### config.mk
export PLATFORM = sky130hd
export DESIGN_NAME = palette_engine
export DESIGN_NICKNAME = d
export VERILOG_FILES = /design/src/rtl/palette_engine.sv
export SDC_FILE = /design/constraint.sdc
export NUM_CORES = 1
export LEC_CHECK = 0
export ABC_AREA = 1
export CAP_MARGIN = 10
export CORE_AREA = 2 2 299 227
export CTS_BUF_LIST = sky130_fd_sc_hd__clkbuf_8
export DETAILED_ROUTE_END_ITERATION = 10
export DIE_AREA = 0 0 301 229
export PLACE_DENSITY = 0.57
export SYNTH_ARGS = -nofsm -noshare
export SYNTH_HDL_FRONTEND = slang
export SYNTH_SLANG_ARGS = --single-unit
### constraint.sdc
create_clock -name Clk -period 3.3 [get_ports Clk]
set_input_delay 0.33 -clock Clk [delete_from_list [all_inputs] [get_ports Clk]]
set_output_delay 0.33 -clock Clk [all_outputs]
set_load 0.005 [all_outputs]
### src/rtl/palette_engine.sv
// Double-buffered, runtime-programmable colour palette with N_CH pipelined lookup channels,
// frame-synchronous shadow-to-active commit and a global brightness fade.
module palette_engine #(
  parameter int unsigned IDX_W     = 4,
  parameter int unsigned COLOR_W   = 4,
  parameter int unsigned N_CH      = 2,
  parameter int unsigned FADE_W    = 4,
  parameter int unsigned FADE_RATE = 2
) (
  input  logic                        Clk,
  input  logic                        Reset_n,
  input  logic                        frame_start,
  input  logic                        wr_en,
  input  logic [IDX_W-1:0]            wr_addr,
  input  logic [3*COLOR_W-1:0]        wr_data,
  input  logic                        swap_req,
  output logic                        swap_pending,
  input  logic [FADE_W:0]             fade_target,
  output logic [FADE_W:0]             fade_level,
  output logic                        fade_busy,
  input  logic [N_CH-1:0]             idx_valid,
  input  logic [N_CH*IDX_W-1:0]       idx,
  output logic [N_CH-1:0]             rgb_valid,
  output logic [N_CH*3*COLOR_W-1:0]   rgb
);

  localparam int unsigned Depth = 2 ** IDX_W;
  localparam int unsigned EntW  = 3 * COLOR_W;
  localparam int unsigned LvlW  = FADE_W + 1;
  localparam int unsigned ProdW = COLOR_W + FADE_W + 1;
  localparam int unsigned CntW  = (FADE_RATE > 1) ? $clog2(FADE_RATE) : 1;

  localparam logic [LvlW-1:0] LvlMax  = LvlW'(2 ** FADE_W);
  localparam logic [CntW-1:0] CntLast = CntW'(FADE_RATE - 1);

  logic [EntW-1:0] shadow_q [Depth];
  logic [EntW-1:0] active_q [Depth];

  logic            swap_pending_q, swap_pending_d;
  logic            commit;
  logic [LvlW-1:0] level_q, level_d;
  logic [CntW-1:0] cnt_q, cnt_d;
  logic [LvlW-1:0] tgt;

  logic [EntW-1:0] s1_col_q [N_CH];
  logic [N_CH-1:0] s1_vld_q;
  logic [EntW-1:0] scaled [N_CH];
  logic [N_CH*EntW-1:0] rgb_q;
  logic [N_CH-1:0] rgb_vld_q;

  // A request raised in the frame_start cycle itself commits immediately.
  assign commit = frame_start & (swap_pending_q | swap_req);

  always_comb begin
    swap_pending_d = swap_pending_q | swap_req;
    if (commit) begin
      swap_pending_d = 1'b0;
    end
  end

  always_ff @(posedge Clk or negedge Reset_n) begin
    if (!Reset_n) begin
      for (int i = 0; i < Depth; i++) begin
        shadow_q[i] <= {3{COLOR_W'(i)}};
      end
    end else if (wr_en) begin
      shadow_q[wr_addr] <= wr_data;
    end
  end

  always_ff @(posedge Clk or negedge Reset_n) begin
    if (!Reset_n) begin
      for (int i = 0; i < Depth; i++) begin
        active_q[i] <= {3{COLOR_W'(i)}};
      end
    end else if (commit) begin
      for (int i = 0; i < Depth; i++) begin
        active_q[i] <= shadow_q[i];
      end
    end
  end

  always_comb begin
    tgt       = (fade_target > LvlMax) ? LvlMax : fade_target;
    fade_busy = (level_q != tgt);
    level_d   = level_q;
    cnt_d     = cnt_q;
    if (!fade_busy) begin
      cnt_d = '0;
    end else if (frame_start) begin
      if (cnt_q == CntLast) begin
        cnt_d   = '0;
        level_d = (tgt > level_q) ? level_q + LvlW'(1) : level_q - LvlW'(1);
      end else begin
        cnt_d = cnt_q + CntW'(1);
      end
    end
  end

  always_ff @(posedge Clk or negedge Reset_n) begin
    if (!Reset_n) begin
      swap_pending_q <= 1'b0;
      level_q        <= LvlMax;
      cnt_q          <= '0;
    end else begin
      swap_pending_q <= swap_pending_d;
      level_q        <= level_d;
      cnt_q          <= cnt_d;
    end
  end

  function automatic logic [COLOR_W-1:0] scale_ch(input logic [COLOR_W-1:0] col,
                                                  input logic [LvlW-1:0]    lvl);
    logic [ProdW-1:0] prod;
    prod = ProdW'(col) * ProdW'(lvl);
    return prod[FADE_W +: COLOR_W];
  endfunction

  always_ff @(posedge Clk or negedge Reset_n) begin
    if (!Reset_n) begin
      for (int c = 0; c < N_CH; c++) begin
        s1_col_q[c] <= '0;
      end
      s1_vld_q <= '0;
    end else begin
      for (int c = 0; c < N_CH; c++) begin
        s1_col_q[c] <= active_q[idx[c*IDX_W +: IDX_W]];
      end
      s1_vld_q <= idx_valid;
    end
  end

  always_comb begin
    for (int c = 0; c < N_CH; c++) begin
      scaled[c] = '0;
      for (int k = 0; k < 3; k++) begin
        scaled[c][k*COLOR_W +: COLOR_W] = scale_ch(s1_col_q[c][k*COLOR_W +: COLOR_W], level_q);
      end
    end
  end

  // Invalid slots keep the last colour so the VGA mux never sees a spurious change.
  always_ff @(posedge Clk or negedge Reset_n) begin
    if (!Reset_n) begin
      rgb_q     <= '0;
      rgb_vld_q <= '0;
    end else begin
      rgb_vld_q <= s1_vld_q;
      for (int c = 0; c < N_CH; c++) begin
        if (s1_vld_q[c]) begin
          rgb_q[c*EntW +: EntW] <= scaled[c];
        end
      end
    end
  end

  assign swap_pending = swap_pending_q;
  assign fade_level   = level_q;
  assign rgb_valid    = rgb_vld_q;
  assign rgb          = rgb_q;

endmodule
After elaboration in Yosys (flattened, before gate mapping):

Cells that the tools add are included.

* add/sub/neg operators: 3
* multipliers: 6
* $lt $le $gt $ge: 6
* equal/unequal tests: 2
* muxes and demuxes: 15
* bitwise logic cells: 5
* reduce and logical (&&, ||, !) cells: 2

Operators by type and width (number)
* $bwmux 192: 1
* $bmux 12 s4: 2
* $mux 12: 5
* $demux 12 s4: 1
* $mul 4x5->8: 6
* $ge 5x5->1 const B: 3
* $not 4->5: 3
* $mux 5: 2
* $add 5x1->5 const B: 1
* $gt 5x5->1: 1
* $gt 5x5->1 const B: 1
* $lt 5x1->1 const B: 1
* $ne 5x5->1: 1
* $sub 5x1->5 const B: 1
* $mux 1: 4
* $reduce_and 3->1: 1
* $ne 2x2->1 const B: 1
* $add 1x1->1 const B: 1
* $and 1x1->1: 1
* $logic_and 1x1->1: 1
* $or 1x1->1: 1

* register bits: 443
* bits of input ports: 36
* output and inout port bits: 33
* logic and storage cells: 80

Depth between registers and ports, before layout:

* word-level depth: 6
* mapped depth: 18
* mapped depth without buffers: 18

Worst setup path after synthesis:

OpenSTA, ideal clock, no wires.

* path type: reg-to-reg
* start point: register level_q[1] (netlist: fade_level[1])
* end point: register rgb_q[19] (netlist: rgb[19])
* library setup time: 118 ps
* arrival time: 2923 ps
* required time: 3182 ps
* setup slack: 259 ps
* stages on the path, launching flop included: 13
* buffers on the path: 2
* clock period less this slack: 3041 ps
* path through: dfrtp_1 > buf_4 > clkbuf_1 > nand2_1 > fa_1 > inv_1 > fa_1 > ha_1 > a21oi_1 > o21a_1 > nand3_1 > nand3_1 > nand2_1

* cells in the longest elaborated chain, start to end: 1

RTL lines
* from (decl): RTL line 41 `logic [LvlW-1:0] level_q, level_d;`
* from (signal assigned): RTL line 103 `level_q <= LvlMax;`
* from (signal assigned): RTL line 107 `level_q <= level_d;`
* $mul 4x5->8: RTL line 115 `prod = ProdW'(col) * ProdW'(lvl);`
* to (signal, indexed assignment): RTL line 151 `rgb_q[c*EntW +: EntW] <= scaled[c];`
* to (decl): RTL line 48 `logic [N_CH*EntW-1:0] rgb_q;`

No other way between the ends.
A chain may end at the register's enable or synchronous reset.

Final worst setup path:

* start point: register level_q[4] (netlist: fade_level[4])
* end point: output fade_busy

* cells in the longest elaborated chain, start to end: 1

RTL lines
* $ne 5x5->1: RTL line 85 `fade_busy = (level_q != tgt);`
* to (decl): RTL line 20 `output logic fade_busy,`

No other way between the ends.

==> flow_summary.ini <==
[run_status]
outcome = finished clean

[clocking]
postCtsResizedCells = 0
numCtsBuffers = 74
cts_root_buffer = clkbuf_8
post-cts-setup-buffer-count = 0
cts_htree_levels = 3
clk_path_buf_depth = 3
clock-sinks = 443
clkSlewWorstSetupHoldPaths_ns = 0.06
clock_latency_ns = 0.68
cts_tree = done

[drt]
routed-wl-met3_um = 4430
postRouteAntennaNets = 0
first_iter_violations = 1410
wl_met2_um = 26200
wl_met1_um = 29200
top_layer_used = met5
viasPerCell = 5.07
vias = 18100
wire_per_inst_um = 17.3
finalWirelength_um = 61700
drcViolationCount = 0
dr.pass1.iters = 6

[floorplan]
die_w_um = 301
dieArea_sq_um = 68900
start_util = 0.347
io_pins = 69
die_y_um = 229
coreArea_sq_um = 66200
num_rows = 82

[sta]
min_period_ns = 3.07
finalCritPeriodShare = 0.931
max-slew-margin-rel = 0.356
fin_skew_ns = 0.0421
worst_pin_slew_ns = 0.964
setup_viol = 0
slew_viol_final = 0
timing.final.hold_violations = 0
fin_setup_tns_ns = 0
finalWorstSetupSlack_ns = 0.228
fmax_mhz = 326
grt_setup_unrepaired = false

[finish]
fillers = 6648
post_route_cells_drive_above_1_share = 0.184
areaGrowthSynthToFinish_pct = 13.4
nets = 2748
final_cell_area_sq_um = 26000
n_antenna_cell = 0

[critical_path]
crit_end = fade_busy
worstPathMaxFanout = 17
cp-start-kind = flop
end_kind = output pin
worstReg2RegStart = fade_level[0]
worst_path_most_repeated_cell = nand2_1
path_cells = inv_1 > ha_1 > nand2_1 > nor2_1 > nand2_1 > clkdlybuf4s50_1
worstSetupPathType = reg2out
max_stage_delay_ns = 0.78
r2r_slack_ns = 0.28
timing.rr.end = rgb[3]
critPathLaunch = fade_level[4]
rr_worst_depth = 10
cp_data_required_time_ns = 2.97
slowest_stage = dfstp_2
arrival_ns = 2.74

[place]
placed_area_sq_um = 24400
post-dp-hpwl_um = 39400
portBuffers = 68
place_congestion = 0.799
dpl_worst_slack_ns = 0.248

[power_and_ir_drop]
ir_drop_v = 0.000338
clkPwrFrac = 0.277
power_frac_seq = 0.422
switchingPower_uw = 6320
powerDensity_nw_per_um2 = 715
pwr-share-comb = 0.301
power.leakage_uw = 0.0123
p_int_uw = 12300
p_sw_frac = 0.340

[synthesis]
yosys_warnings = 0
syn-num-nets = 2730
avgSynthCellArea_sq_um = 8.82
synthesis.instances = 2601
syn-cell-area_sq_um = 23000
synth.distinct_cells = 33
yosys_register_bits = 443
synth_seq_area_share = 0.493

[job]
drv_cap = 0

[global_route]
antenna_found_initial = 2
overflow = 0
grt_pass1_vias = 17600
grt_usage = 0.181
grt_pass1_wl_um = 98600
grt_max_degree = 122

[hold_path]
hold_class = in2reg
## placed cells by master (no fill, tap or decap), types with 3 or more instances in the layout
cell type        instances
nand2_1                570
inv_1                  286
o21ai_0                269
dfrtp_1                250
a21oi_1                203
dfstp_2                193
nand3_1                186
nor2_1                 111
clkbuf_8                99
o211ai_1                96
mux2_2                  96
clkdlybuf4s50_1         63
ha_1                    62
buf_4                   33
fa_1                    31
o21ai_2                 27
o21ai_1                 25
buf_12                  14
xnor2_1                 13
xor2_1                  11
nand2_2                  6
o21a_1                   6
clkinv_2                 5
nor2_2                   3
nand4_1                  3
clkinvlp_4               3
## how the worst min path moves through the flow
| stage | from | endpoint | slack (ns) | cells after the start |
|---|---|---|---|---|
| after floorplan | Reset_n | active_q[103] | 0.03 | 0 |
| after global placement | Reset_n | swap_pending | 0.31 | 1 |
| after detailed placement | Reset_n | swap_pending | 0.31 | 1 |
| after CTS | idx_valid[0] | s1_vld_q[0] | 0.05 | 1 |
| after global routing | idx_valid[0] | s1_vld_q[0] | 0.06 | 1 |
| final | idx_valid[0] | s1_vld_q[0] | 0.11 | 1 |
## kinds of logic (layout without fill, tap and decap cells)
logic type | Yosys count | after routing | synth area share
AOI/OAI and AO/OA | 627 | 627 | 0.152
muxes | 96 | 96 | 0.0471
adders and majority gates | 93 | 93 | 0.0608
xor gates and xnor gates | 24 | 24 | 0.00916
and+or+nand+nor | 886 | 886 | 0.158
DFF | 443 | 443 | 0.493
buffers and inverters | 432 | 512 | 0.0787
## worst max-delay path, delay by kind of cell (launching register included)
kind / cells / cell delay (ns)
adders and majority gates: 1 / 0.33
and+or+nand+nor: 3 / 0.34
DFF: 1 / 0.78
buffers and inverters: 2 / 0.64
## power by group through the flow
stage               clock (uW)  combinational [uW]  sequential, uW
global placement             0                5410            7870
CTS                       5320                5640            7840
floorplan                    0                3980            7670
global route              5590                6420            8020
finish                    5160                5590            7850
detailed placement           0                5600            7920
## layer usage
| layer | up-vias | GRT usage |
|---|---|---|
| met5 | - | 0 |
| met4 | 2 | 0.0683 |
| met3 | 131 | 0.0469 |
| met2 | 579 | 0.261 |
| met1 | 8742 | 0.260 |
| li1 | 8625 | - |
## Yosys cell counts
cell | instances | share of area
nor2_2 | 3 | 0.00082
o21ai_2 | 28 | 0.011
nor3b_1 | 1 | 0.00033
nand4_1 | 3 | 0.00082
inv_1 | 260 | 0.043
buf_4 | 14 | 0.0046
xor2_1 | 11 | 0.0042
ha_1 | 62 | 0.034
o21ai_0 | 269 | 0.059
mux2_2 | 96 | 0.047
inv_2 | 2 | 0.00033
nor3_2 | 1 | 0.00044
o21a_1 | 6 | 0.0020
nand3_1 | 186 | 0.041
nand2_1 | 570 | 0.093
o211ai_1 | 96 | 0.031
xnor2_1 | 13 | 0.0050
dfstp_2 | 193 | 0.22
nor3_1 | 1 | 0.00022
nand2_2 | 6 | 0.0016
o21ai_1 | 25 | 0.0055
or2_2 | 1 | 0.00027
nor2_1 | 111 | 0.018
nor3_4 | 2 | 0.0014
clkbuf_1 | 74 | 0.012
buf_1 | 9 | 0.0015
buf_2 | 67 | 0.015
buf_6 | 5 | 0.0025
dfrtp_1 | 250 | 0.27
fa_1 | 31 | 0.027
nand2_4 | 1 | 0.00049
a21oi_1 | 203 | 0.044
clkbuf_8 | 1 | 0.00060
## final cells by class
type,count,area [sq um],share of cell area
multi-input combinational,1726,9830,0.378
clock inverter,39,234,0.00899
inverter,262,983,0.0378
tap,882,1100,0.0424
sequential,443,11300,0.435
clock buffer,99,1360,0.0524
timing repair buffer,112,1180,0.0455
## registers in the layout (all words and copies together), names as in the netlist, 2 cells and up
register    count
active_q      192
shadow_q      192
rgb            24
s1_col_q       24
fade_level      5
rgb_valid       2
s1_vld_q        2
## through the flow
stage	cells	hold slack [ns]	utilization	total power, uW
after CTS	3563	0.0508	0.393	18800
after detailed placement	3424	0.305	0.369	13500
after global placement	3424	0.305	0.369	13300
final	3563	0.107	0.393	18600
after floorplan	2601	0.0344	-	11600
after global routing	3563	0.0629	0.393	20000
## repair_timing
item                                    CTS  global route
endpoints found under the hold margin    49             0
hold buffers                              1             0
endpoints found under the setup margin    0             0
(Power assumes the default switching activity.)
